$ cat src/rtl/conv2d_stream_engine.sv
// Single-channel 2D convolution, valid padding, stride 1. One MAC per cycle,
// results streamed in raster order over valid/ready with shift/saturate/ReLU.
module conv2d_stream_engine #(
  parameter int IMG_W = 5,
  parameter int IMG_H = 5,
  parameter int K     = 3,
  parameter int DW    = 8,
  parameter int ACC_W = 20,
  parameter int SHIFT = 0,
  parameter int AW    = $clog2((IMG_W*IMG_H > K*K) ? IMG_W*IMG_H : K*K),
  localparam int OUT_W = IMG_W - K + 1,
  localparam int OUT_H = IMG_H - K + 1,
  localparam int RW    = (OUT_H > 1) ? $clog2(OUT_H) : 1,
  localparam int CW    = (OUT_W > 1) ? $clog2(OUT_W) : 1
) (
  input  logic          clk,
  input  logic          reset,
  input  logic          cfg_we,
  input  logic          cfg_sel,
  input  logic [AW-1:0] cfg_addr,
  input  logic [DW-1:0] cfg_data,
  input  logic          start,
  input  logic          relu_en,
  output logic          busy,
  output logic          out_valid,
  input  logic          out_ready,
  output logic [DW-1:0] out_pixel,
  output logic [RW-1:0] out_row,
  output logic [CW-1:0] out_col,
  output logic          done
);
  localparam int NPIX = IMG_W * IMG_H;
  localparam int NTAP = K * K;
  localparam int IAW  = (NPIX > 1) ? $clog2(NPIX) : 1;
  localparam int KAW  = (NTAP > 1) ? $clog2(NTAP) : 1;
  localparam int KCW  = (K > 1) ? $clog2(K) : 1;
  localparam logic [KCW-1:0] KMAX = KCW'(K - 1);
  localparam logic [RW-1:0]  RMAX = RW'(OUT_H - 1);
  localparam logic [CW-1:0]  CMAX = CW'(OUT_W - 1);
  localparam logic signed [ACC_W-1:0] SMAX = ACC_W'(2**(DW-1) - 1);
  localparam logic signed [ACC_W-1:0] SMIN = ~SMAX;
  localparam logic signed [ACC_W-1:0] UMAX = ACC_W'(2**DW - 1);

  typedef enum logic [1:0] {IDLE, MAC, EMIT, DONE} state_t;
  state_t state, nxt;

  logic [DW-1:0]        img_mem [NPIX];
  logic signed [DW-1:0] ker_mem [NTAP];
  logic [KCW-1:0]       kx, ky;
  logic [RW-1:0]        row_q;
  logic [CW-1:0]        col_q;
  logic signed [ACC_W-1:0] acc, prod, sum;
  logic signed [DW:0]   pix_s;
  logic [IAW-1:0]       img_idx;
  logic [KAW-1:0]       ker_idx;
  logic                 relu_q, tap_last, win_last;

  function automatic logic [DW-1:0] post(input logic signed [ACC_W-1:0] s, input logic relu);
    logic signed [ACC_W-1:0] t;
    t = s >>> SHIFT;
    if (relu) begin
      if (t < 0)         return '0;
      else if (t > UMAX) return '1;
      else               return t[DW-1:0];
    end else begin
      if (t > SMAX)      return SMAX[DW-1:0];
      else if (t < SMIN) return SMIN[DW-1:0];
      else               return t[DW-1:0];
    end
  endfunction

  // Memories have no reset so contents survive an aborted run.
  always_ff @(posedge clk) begin
    if (cfg_we && !busy) begin
      if (!cfg_sel && int'(cfg_addr) < NPIX) img_mem[cfg_addr[IAW-1:0]] <= cfg_data;
      if (cfg_sel && int'(cfg_addr) < NTAP)  ker_mem[cfg_addr[KAW-1:0]] <= cfg_data;
    end
  end

  assign img_idx  = IAW'((int'(row_q) + int'(ky)) * IMG_W + int'(col_q) + int'(kx));
  assign ker_idx  = KAW'(int'(ky) * K + int'(kx));
  assign pix_s    = signed'({1'b0, img_mem[img_idx]});
  assign prod     = ACC_W'(pix_s) * ACC_W'(ker_mem[ker_idx]);
  assign sum      = acc + prod;
  assign tap_last = (kx == KMAX) && (ky == KMAX);
  assign win_last = (row_q == RMAX) && (col_q == CMAX);
  assign out_row  = row_q;
  assign out_col  = col_q;

  always_ff @(posedge clk or negedge reset) begin
    if (!reset) state <= IDLE;
    else        state <= nxt;
  end

  always_comb begin
    nxt = state;
    case (state)
      IDLE:    if (start) nxt = MAC;
      MAC:     if (tap_last) nxt = EMIT;
      EMIT:    if (out_ready) nxt = win_last ? DONE : MAC;
      default: nxt = IDLE;
    endcase
  end

  always_comb begin
    busy      = (state == MAC) || (state == EMIT);
    out_valid = (state == EMIT);
    done      = (state == DONE);
  end

  always_ff @(posedge clk or negedge reset) begin
    if (!reset) begin
      acc <= '0; kx <= '0; ky <= '0; row_q <= '0; col_q <= '0;
      out_pixel <= '0; relu_q <= 1'b0;
    end else begin
      case (state)
        IDLE: if (start) begin
          relu_q <= relu_en; acc <= '0; kx <= '0; ky <= '0;
          row_q <= '0; col_q <= '0;
        end
        MAC: begin
          kx <= (kx == KMAX) ? '0 : kx + KCW'(1);
          if (kx == KMAX) ky <= (ky == KMAX) ? '0 : ky + KCW'(1);
          // Final tap folds straight into the output register.
          if (tap_last) out_pixel <= post(sum, relu_q);
          else          acc <= sum;
        end
        EMIT: if (out_ready && !win_last) begin
          acc <= '0;
          if (col_q == CMAX) begin
            col_q <= '0;
            row_q <= row_q + RW'(1);
          end else begin
            col_q <= col_q + CW'(1);
          end
        end
        default: ;
      endcase
    end
  end
endmodule
$ cat config.mk
export PLATFORM = sky130hd
export DESIGN_NAME = conv2d_stream_engine
export DESIGN_NICKNAME = d
export VERILOG_FILES = /design/src/rtl/conv2d_stream_engine.sv
export SDC_FILE = /design/constraint.sdc
export NUM_CORES = 1
export LEC_CHECK = 0
export CAP_MARGIN = 20
export CELL_PAD_IN_SITES_DETAIL_PLACEMENT = 1
export CELL_PAD_IN_SITES_GLOBAL_PLACEMENT = 1
export CORE_ASPECT_RATIO = 1.4
export CORE_MARGIN = 1.5
export CORE_UTILIZATION = 55
export DETAILED_ROUTE_END_ITERATION = 7
export PLACE_DENSITY = 0.93
export SLEW_MARGIN = 20
export SYNTH_ARGS = -nofsm -noshare
export SYNTH_HDL_FRONTEND = slang
export SYNTH_SLANG_ARGS = --single-unit
$ cat constraint.sdc
create_clock -name clk -period 25.1 [get_ports clk]
set_clock_uncertainty 0.2 [all_clocks]
set_input_delay 2.51 -clock clk [delete_from_list [all_inputs] [get_ports clk]]
set_output_delay 2.51 -clock clk [all_outputs]
set_load 0.01 [all_outputs]
==> summary.txt, run 1 <==
Clock network
  – Post-CTS setup buffers: 0
  – CTS H-Tree Depth: 1
  – CTS Hold Buffers Added: 0
  – CTS buffer count: 30
  – Skew-Pair Late Insertion Delay: 0.57 ns
  – Post-cts sizing count: 0
  – Clock tree sinks: 311
  – Root Buffer: clkbuf_16
  – CTS max path bufs: 3
  – CTS tree: done
  – Reg clk slew, reported paths: 0.07 ns

Yosys
  – Largest cells by area after synthesis: edfxtp_1 (51%), mux4_2 (10%), fa_1 (7.2%)
  – Yosys top cell by area: edfxtp_1
  – Share of the synthesized area in the top cell type: 0.515
  – Syn. warnings: 0
  – Async SR Flop Fraction: 0.125
  – Cells after synthesis: 1055
  – Post-synthesis average cell area: 15.0 µm²
  – Yosys reg bits: 311
  – Mapped Area: 15900 µm²
  – Synth unique cells: 74
  – Register area share after synthesis: 0.577
  – Net Count, Synth: 1209
  – Number of synthesized flops with an enable pin: 272
  – Ys flop type: edfxtp_1

Timing
  – Slew margin rel.: 0.250
  – Fin crit share: 0.418
  – RSZ-0062 raised after global routing: false
  – Final setup vio count: 0
  – TNS Setup: 0 ns
  – Period minus WS final: 10.50 ns
  – Slew @ Worst Pin: 1.11 ns
  – Maximum clock rate: 95.3 MHz
  – Final hold vios: 0
  – Fin. max-slew vios: 0

Global routing
  – First-pass GRT wire length: 60800 µm
  – Initial antenna violation count: 0
  – Grt ovf: 0
  – Total track usage: 0.275
  – Vias in the first global route: 10372
  – Largest net degree at the start of global routing: 49

Floorplan
  – Die area: 29900 µm²
  – Starting Density: 0.558
  – IO Pins: 35
  – Die Width: 147 µm
  – Chip Height: 204 µm
  – Core area: 28400 µm²
  – Row count: 73

Drt
  – Residual DRC count: 0
  – Routed WL: 39300 µm
  – Wirelength per Cell: 26.3 µm
  – Drt pass-1 iters: 5
  – Initial DRC count: 774
  – Vias per cell: 6.15
  – Routed via count: 9186
  – DRT antenna net count: 0

Setup path
  – Crit-path max FO: 48
  – CP max stage delay: 0.69 ns
  – Slowest-stage cell, CP: buf_4
  – Delay-heaviest family, CP: adder cells
  – Arr. time, crit path: 10.72 ns
  – Most frequent CP cell: fa_1
  – Worst setup path category: reg2reg
  – Startpoint class of the critical path: register
  – CP Data Required Time: 25.32 ns
  – WP buf/inv: 4
  – Crit end category: register

Place
  – DP HPWL: 27500 µm
  – Placed Cells incl. Taps: 1439
  – RePlAce Congestion: 0.940
  – PortBufs: 34

Run
  – Total of max-cap violations: 0

Finish
  – Fillers: 2571
  – Area growth, synth to finish: 10.5%
  – # diodes: 0
  – Share of layout cells above drive strength 1: 0.145
  – Commonest non-fill, non-tap cell in the layout: edfxtp_1
  – Final net count: 1250
  – Commonest non-fill, non-tap cells in the layout: edfxtp_1 (272), inv_1 (100), ha_1 (77)
  – Non-filler cells in the finished layout: 1494

Outcome
  – Status: finished, final reports clean

Worst hold path
  – Hold Crit Class: reg2reg
## per-stage QoR
| step | instance area (µm²) | setup slack, ns | hold WS [ns] | utilization |
|---|---|---|---|---|
| 2_1_floorplan | 15900 | 16.29 | 0.250 | - |
| 3_3_place_gp | 16600 | 15.07 | 0.272 | 0.583 |
| 3_5_place_dp | 16600 | 14.69 | 0.291 | 0.583 |
| 4_1_cts | 17600 | 14.59 | 0.305 | 0.618 |
| 5_1_grt | 17500 | 14.16 | 0.332 | 0.617 |
| 6_report | 17500 | 14.60 | 0.300 | 0.617 |
## state kept, by name, summed over array words and instances (netlist names)
signal	count
img_mem	200
ker_mem	72
acc	20
out_pixel	8
kx	2
ky	2
out_col	2
out_row	2
state	2
relu_q	1
## tightest hold or removal path, cell delays in order, from the launching register on
cell and delay (ns):
dfrtp_1 0.35, nand2_1 0.05, o21ai_0 0.06
## path summary, 6_finish.rpt
path / startpoint / endpoint / slack [ns] / depth (start not counted)
worst max-delay path: ky[0]$_DFFE_PN0P_ / out_pixel[7]$_DFFE_PN0P_ / 14.60 / 28
max in group asynchronous: reset / out_pixel[4]$_DFFE_PN0P_ / 22.26 / 1
worst min-delay path: acc[16]$_DFFE_PN0P_ / acc[16]$_DFFE_PN0P_ / 0.30 / 2
worst min register to register: acc[16]$_DFFE_PN0P_ / acc[16]$_DFFE_PN0P_ / 0.30 / 2
min in group asynchronous: reset / relu_q$_DFFE_PN0P_ / 1.87 / 1
worst max register to register: ky[0]$_DFFE_PN0P_ / out_pixel[7]$_DFFE_PN0P_ / 14.60 / 28
## area by class of cell
cell class | count | area, µm² | share of cell area
Sequential cell | 311 | 9140 | 0.522
Clock buffer | 36 | 795 | 0.0453
Tap cell | 375 | 469 | 0.0268
Inverter | 100 | 375 | 0.0214
Timing Repair Buffer | 44 | 385 | 0.0220
Multi-Input combinational cell | 609 | 6170 | 0.352
Clock inverter | 19 | 184 | 0.0105
## Yosys cell counts, types with 5 or more instances
cell,count
o21ai_0,23
nor2_1,76
clkbuf_1,15
o21a_1,5
nand4_1,6
a21o_1,8
buf_2,12
a22o_1,15
nand2_1,70
edfxtp_1,272
o21ai_1,12
mux2_2,5
mux4_2,72
nor3_1,7
a21oi_1,24
nor2b_1,13
o22ai_1,8
and2_1,14
nand3_1,10
mux2i_1,18
xnor2_1,10
ha_1,77
dfrtp_1,39
inv_1,100
nand2b_1,13
fa_1,57
## logic make-up (layout without fill, tap and decap cells)
| family | Yosys count | count (layout) | share of synthesized area |
|---|---|---|---|
| AO/OA/AOI/OAI | 135 | 135 | 0.0607 |
| XOR/XNOR | 14 | 14 | 0.00907 |
| adder cells (fa/ha/maj) | 134 | 134 | 0.133 |
| buffers and inverters | 135 | 199 | 0.0354 |
| flip-flops | 311 | 311 | 0.577 |
| multiplexers | 95 | 95 | 0.117 |
| AND/OR/NAND/NOR | 231 | 231 | 0.0685 |
## per-layer routing
metal	GRT usage	part of all wire
met2	0.506	0.55
met4	0.108	0.037
met3	0.0263	0.046
met5	0	0
met1	0.334	0.37
Power of run 1 is not shown: default switching activity piles up to over one toggle a cycle in this logic, so the estimate is an artifact.
==> inputs of run 2 (changes only) <==
--- a/config.mk
+++ b/config.mk
@@ -10,9 +10,9 @@
 export CELL_PAD_IN_SITES_GLOBAL_PLACEMENT = 1
 export CORE_ASPECT_RATIO = 1.4
 export CORE_MARGIN = 1.5
-export CORE_UTILIZATION = 55
+export CORE_UTILIZATION = 53
 export DETAILED_ROUTE_END_ITERATION = 7
-export PLACE_DENSITY = 0.93
+export PLACE_DENSITY = 0.91
 export SLEW_MARGIN = 20
 export SYNTH_ARGS = -nofsm -noshare
 export SYNTH_HDL_FRONTEND = slang
==> constraint.sdc (replaced) <==
create_clock -name clk -period 10.2 [get_ports clk]
set_clock_uncertainty 0.2 [all_clocks]
set_input_delay 1.02 -clock clk [delete_from_list [all_inputs] [get_ports clk]]
set_output_delay 1.02 -clock clk [all_outputs]
set_load 0.01 [all_outputs]
==> summary.txt, run 2 (synthesis results as in run 1) <==
Outcome
  – Status: finished, final reports clean (unchanged)

Finish
  – Area growth, synth to finish: 11.2% (was 10.5%)
  – Max FFs per register: 200 (unchanged)
  – Final net count: 1255 (was 1250)
  – # diodes: 0 (unchanged)
  – Commonest non-fill, non-tap cells in the layout: edfxtp_1 (272), inv_1 (100), ha_1 (77) (unchanged)
  – Commonest non-fill, non-tap cell in the layout: edfxtp_1 (unchanged)
  – Share of layout cells above drive strength 1: 0.148 (was 0.145)

Place
  – RePlAce Congestion: 0.865 (was 0.940)
  – DP HPWL: 27000 µm (was 27500 µm)
  – Worst slack, placed: 0.433 ns (was 14.69 ns)
  – PortBufs: 34 (unchanged)

Global routing
  – Largest net degree at the start of global routing: 49 (unchanged)
  – Initial antenna violation count: 0 (unchanged)
  – Vias in the first global route: 10250 (was 10372)
  – First-pass GRT wire length: 59100 µm (was 60800 µm)
  – Total track usage: 0.256 (was 0.275)
  – Grt ovf: 0 (unchanged)

Timing
  – Slew margin rel.: 0.328 (was 0.250)
  – Fin crit share: 0.964 (was 0.418)
  – Period minus WS final: 9.84 ns (was 10.50 ns)
  – Final worst slack: 0.363 ns (was 14.60 ns)
  – Fin. max-slew vios: 0 (unchanged)
  – Slew @ Worst Pin: 1.00 ns (was 1.11 ns)
  – Final setup vio count: 0 (unchanged)
  – RSZ-0062 raised after global routing: false (unchanged)
  – Final hold vios: 0 (unchanged)
  – TNS Setup: 0 ns (unchanged)
  – Maximum clock rate: 102 MHz (was 95.3 MHz)

Floorplan
  – Die area: 31000 µm² (was 29900 µm²)
  – Die Width: 149 µm (was 147 µm)
  – Row count: 74 (was 73)
  – Starting Density: 0.540 (was 0.558)
  – IO Pins: 35 (unchanged)
  – Chip Height: 208 µm (was 204 µm)
  – Core area: 29400 µm² (was 28400 µm²)

Clock network
  – Clock tree sinks: 311 (unchanged)
  – CTS tree: done (unchanged)
  – Root Buffer: clkbuf_16 (unchanged)
  – Reg clk slew, reported paths: 0.06 ns (was 0.07 ns)
  – CTS H-Tree Depth: 1 (unchanged)
  – Post-CTS setup buffers: 0 (unchanged)
  – CTS buffer count: 30 (unchanged)
  – Skew-Pair Late Insertion Delay: 0.57 ns (about the same)
  – CTS max path bufs: 3 (unchanged)

Drt
  – DRT antenna net count: 0 (unchanged)
  – Drt pass-1 iters: 5 (unchanged)
  – Routed via count: 9196 (was 9186)
  – Residual DRC count: 0 (unchanged)
  – Vias per cell: 6.13 (was 6.15)
  – Routed WL: 38400 µm (was 39300 µm)
  – Wirelength per Cell: 25.6 µm (was 26.3 µm)
  – Initial DRC count: 685 (was 774)

Run
  – Total of max-cap violations: 0 (unchanged)

Setup path
  – Crit-path max FO: 24 (was 48)
  – Crit end category: register (unchanged)
  – Startpoint class of the critical path: register (unchanged)
  – Worst setup path category: reg2reg (unchanged)
  – Arr. time, crit path: 10.07 ns (was 10.72 ns)
  – CP Data Required Time: 10.44 ns (was 25.32 ns)

Worst hold path
  – Hold Crit Class: reg2reg (unchanged)
run 2: cell types whose count changed in the layout (fill, tap and decap cells not counted), sizes merged:
cell / before / now
clkbuf: 36 / 34
inv: 102 / 101
buf: 16 / 19
clkdlybuf4s50: 28 / 29
clkinv: 11 / 9
bufinv: 3 / 4
run 2: path summary, 6_finish.rpt:
kind | from | end | slack [ns] | cells after the start
setup / recovery | ky[0]$_DFFE_PN0P_ | out_pixel[1]$_DFFE_PN0P_ | 0.36 | 27
min in group asynchronous | reset | acc[15]$_DFFE_PN0P_ | 0.40 | 1
max in group asynchronous | reset | acc[2]$_DFFE_PN0P_ | 8.80 | 1
setup reg to reg | ky[0]$_DFFE_PN0P_ | out_pixel[1]$_DFFE_PN0P_ | 0.36 | 27
hold / removal | acc[9]$_DFFE_PN0P_ | acc[9]$_DFFE_PN0P_ | 0.29 | 2
hold reg to reg | acc[9]$_DFFE_PN0P_ | acc[9]$_DFFE_PN0P_ | 0.29 | 2
run 2: worst max-delay path, stage by stage, from the launching register on:
cell and delay [ns]:
dfrtp_1 0.50, ha_1 0.20, inv_1 0.05, fa_1 0.48
inv_1 0.06, ha_1 0.33, fa_4 0.95, buf_16 0.23
mux4_2 0.58, mux4_2 0.51, nand2_1 0.13, o21ai_1 0.25
nand2b_1 0.20, fa_1 0.47, fa_1 0.55, inv_1 0.06
fa_1 0.51, fa_1 0.52, fa_1 0.40, ha_1 0.41
a21o_1 0.25, a21oi_1 0.19, a21oi_1 0.09, o31ai_1 0.42
nand4_1 0.19, or4_4 0.56, o2bb2ai_4 0.24, o22ai_1 0.12
run 2: layer usage:
metal  vias to the layer above  GRT usage  wire length (µm)
li1                       4006          -                 -
met1                      4783      0.313             14400
met2                       323      0.461             20900
met3                        84     0.0334              1860
met4                         0     0.0918              1270
met5                         -          0                 0
run 2: per-stage QoR:
stage,instance area [µm²],utilization,cells,hold slack (ns)
after detailed placement,16600,0.567,1448,0.277
after global placement,16600,0.567,1448,0.280
final,17600,0.601,1499,0.294
after global routing,17600,0.601,1499,0.327
after floorplan,15900,-,1055,0.250
after CTS,17600,0.600,1498,0.291
run 2: layout make-up:
cell class | count | area, µm²
clock buffers | 33 | 783
clock inverters | 17 | 195
fillers | 2713 | 11700
inverters | 100 | 375
multi-input cells | 609 | 6180
flip-flops and latches | 311 | 9140
well taps | 380 | 475
repair buffers | 49 | 478
run 2: timing repair:
action / 4_1_cts / 5_1_grt
hold buffers: 0 / 0
setup endpoints to repair: 0 / 8
gates resized for setup: 0 / 2
Power of run 2 is left out for the same reason.
==> inputs of run 3 (changes only) <==
--- a/config.mk
+++ b/config.mk
@@ -5,13 +5,15 @@
 export SDC_FILE = /design/constraint.sdc
 export NUM_CORES = 1
 export LEC_CHECK = 0
-export CAP_MARGIN = 20
+export CAP_MARGIN = 15
 export CELL_PAD_IN_SITES_DETAIL_PLACEMENT = 1
 export CELL_PAD_IN_SITES_GLOBAL_PLACEMENT = 1
 export CORE_ASPECT_RATIO = 1.4
 export CORE_MARGIN = 1.5
-export CORE_UTILIZATION = 53
+export CORE_UTILIZATION = 55
 export DETAILED_ROUTE_END_ITERATION = 7
+export DONT_BUFFER_PORTS = 1
+export GPL_TIMING_DRIVEN = 0
 export PLACE_DENSITY = 0.91
 export SLEW_MARGIN = 20
 export SYNTH_ARGS = -nofsm -noshare
==> summary.txt, run 3 (synthesis results as in run 1) <==
Floorplan
  – Die Width: 147 µm (was 149 µm)
  – Chip Height: 204 µm (was 208 µm)
  – Row count: 73 (was 74)
  – Starting Density: 0.558 (was 0.540)
  – Core area: 28400 µm² (was 29400 µm²)
  – Die area: 29900 µm² (was 31000 µm²)
  – IO Pins: 35 (unchanged)

Timing
  – Slew @ Worst Pin: 1.04 ns (was 1.00 ns)
  – Slew margin rel.: 0.303 (was 0.328)
  – Fin crit share: 0.960 (was 0.964)
  – Period minus WS final: 9.79 ns (was 9.84 ns)
  – Final hold vios: 0 (unchanged)
  – Fin. max-slew vios: 0 (unchanged)
  – Final setup vio count: 0 (unchanged)
  – Maximum clock rate: 102 MHz (about the same)

Clock network
  – Root Buffer: clkbuf_16 (unchanged)
  – CTS max path bufs: 3 (unchanged)
  – Clock tree sinks: 311 (unchanged)
  – Reg clk slew, reported paths: 0.07 ns (was 0.06 ns)
  – CTS buffer count: 30 (unchanged)
  – CTS tree: done (unchanged)
  – Skew-Pair Late Insertion Delay: 0.58 ns (was 0.57 ns)
  – Post-CTS setup buffers: 0 (unchanged)
  – CTS H-Tree Depth: 1 (unchanged)

Setup path
  – Startpoint class of the critical path: register (unchanged)
  – Worst setup path category: reg2reg (unchanged)
  – Crit end category: register (unchanged)
  – Slowest-stage cell, CP: fa_1 (was fa_4)
  – Reg2Reg Setup Slack: 0.41 ns (was 0.36 ns)
  – Arr. time, crit path: 10.07 ns (about the same)
  – Most frequent CP cell: fa_1 (unchanged)
  – CP Data Required Time: 10.48 ns (was 10.44 ns)
  – Worst R2R Path Depth: 29 (was 27)
  – CP max stage delay: 0.62 ns (was 0.95 ns)
  – Crit-path max FO: 10 (was 24)

Global routing
  – Vias in the first global route: 10604 (was 10250)
  – Initial antenna violation count: 0 (unchanged)
  – Grt ovf: 0 (unchanged)
  – First-pass GRT wire length: 63100 µm (was 59100 µm)
  – Largest net degree at the start of global routing: 40 (was 49)
  – Total track usage: 0.286 (was 0.256)
  – Met1 Use GR: 0.323 (was 0.313)
  – GRT met3 Usage: 0.0413 (was 0.0334)
  – Grt met2 use: 0.524 (was 0.461)
  – GR peak layer: met2 (unchanged)

Place
  – PortBufs: 0 (was 34)
  – DP HPWL: 27700 µm (was 27000 µm)
  – RePlAce Congestion: 0.888 (was 0.865)
  – Dpl cell area: 16300 µm² (was 16600 µm²)

Drt
  – Routed via count: 9483 (was 9196)
  – Initial DRC count: 733 (was 685)
  – Residual DRC count: 0 (unchanged)
  – Wirelength per Cell: 27.8 µm (was 25.6 µm)
  – DRT antenna net count: 0 (unchanged)
  – Drt pass-1 iters: 5 (unchanged)
  – Routed WL: 41200 µm (was 38400 µm)
  – Vias per cell: 6.39 (was 6.13)

Run
  – Total of max-cap violations: 0 (unchanged)

Finish
  – Area growth, synth to finish: 10.3% (was 11.2%)
  – Multi-input logic area: 6210 µm² (was 6180 µm²)
  – # diodes: 0 (unchanged)
  – Share of layout cells above drive strength 1: 0.158 (was 0.148)
  – Finished Cell Area: 17500 µm² (was 17600 µm²)
  – Commonest non-fill, non-tap cells in the layout: edfxtp_1 (272), inv_1 (100), ha_1 (77) (unchanged)
  – Max FFs per register: 200 (unchanged)
  – Final net count: 1241 (was 1255)
  – Storage cell area: 9150 µm² (was 9140 µm²)
  – Commonest non-fill, non-tap cell in the layout: edfxtp_1 (unchanged)
  – Fillers: 2563 (was 2713)

Outcome
  – Status: finished, final reports clean (unchanged)

Worst hold path
  – Hold Crit Class: in2async (was reg2reg)
## run 3: cell types whose count changed in the layout (fill, tap and decap cells not counted), sizes merged
cell | previous run | this run
bufinv | 4 | 7
buf | 19 | 15
clkbuf | 34 | 53
clkdlybuf4s50 | 29 | 0
clkinvlp | 3 | 2
dlygate4sd3 | 0 | 1
inv | 101 | 102
## run 3: final timing paths
kind	startpoint	endpoint
worst max-delay path	ky[0]$_DFFE_PN0P_	out_pixel[4]$_DFFE_PN0P_
worst min-delay path	reset	state[1]$_DFFE_PN0P_
worst max register to register	ky[0]$_DFFE_PN0P_	out_pixel[4]$_DFFE_PN0P_
worst min register to register	acc[14]$_DFFE_PN0P_	acc[14]$_DFFE_PN0P_
max in group asynchronous	reset	acc[2]$_DFFE_PN0P_
min in group clk	acc[14]$_DFFE_PN0P_	acc[14]$_DFFE_PN0P_
## run 3: layer usage
| layer | vias to the layer above | share of wire |
|---|---|---|
| met5 | - | 0 |
| met4 | 0 | 0.051 |
| met3 | 127 | 0.052 |
| met2 | 403 | 0.54 |
| met1 | 4975 | 0.36 |
| li1 | 3978 | - |
## run 3: per-stage QoR
| stage | TNS [ns] | util | cells | hold slack [ns] | worst slack, ns |
|---|---|---|---|---|---|
| after floorplan | 0 | - | 1055 | 0.250 | 1.39 |
| after global placement | 0 | 0.575 | 1430 | 0.265 | 0.170 |
| after detailed placement | -0.377 | 0.575 | 1430 | 0.291 | -0.0725 |
| after CTS | 0 | 0.614 | 1485 | 0.0808 | 0.0357 |
| after global routing | -0.508 | 0.616 | 1484 | 0.0878 | -0.101 |
| final | 0 | 0.616 | 1484 | 0.0924 | 0.411 |
## run 3: final cells by class
| class | instances | area share |
|---|---|---|
| Buffer | 34 | 0.0116 |
| Clock buffer | 34 | 0.0450 |
| Clock inverter | 20 | 0.0163 |
| Inverter | 100 | 0.0215 |
| Multi-Input combinational cell | 609 | 0.355 |
| Sequential cell | 311 | 0.523 |
| Tap cell | 375 | 0.0268 |
| Timing Repair Buffer | 1 | 0.00114 |
## run 3: worst max-delay path, delay by kind of cell, from the launching register on
kind / cells / cell delay, ns
and+or+nand+nor: 4 / 0.80
adders and majority gates: 10 / 4.42
DFF: 1 / 0.47
muxes: 2 / 0.80
AOI/OAI and AO/OA: 7 / 1.87
buffers and inverters: 6 / 1.10
## run 3: timing repair
action | CTS | global route
hold buffers | 1 | 0
gates resized for setup | 7 | 17
endpoints found under the setup margin | 8 | 8
endpoints found under the hold margin | 39 | 0
Power of run 3 is left out for the same reason.
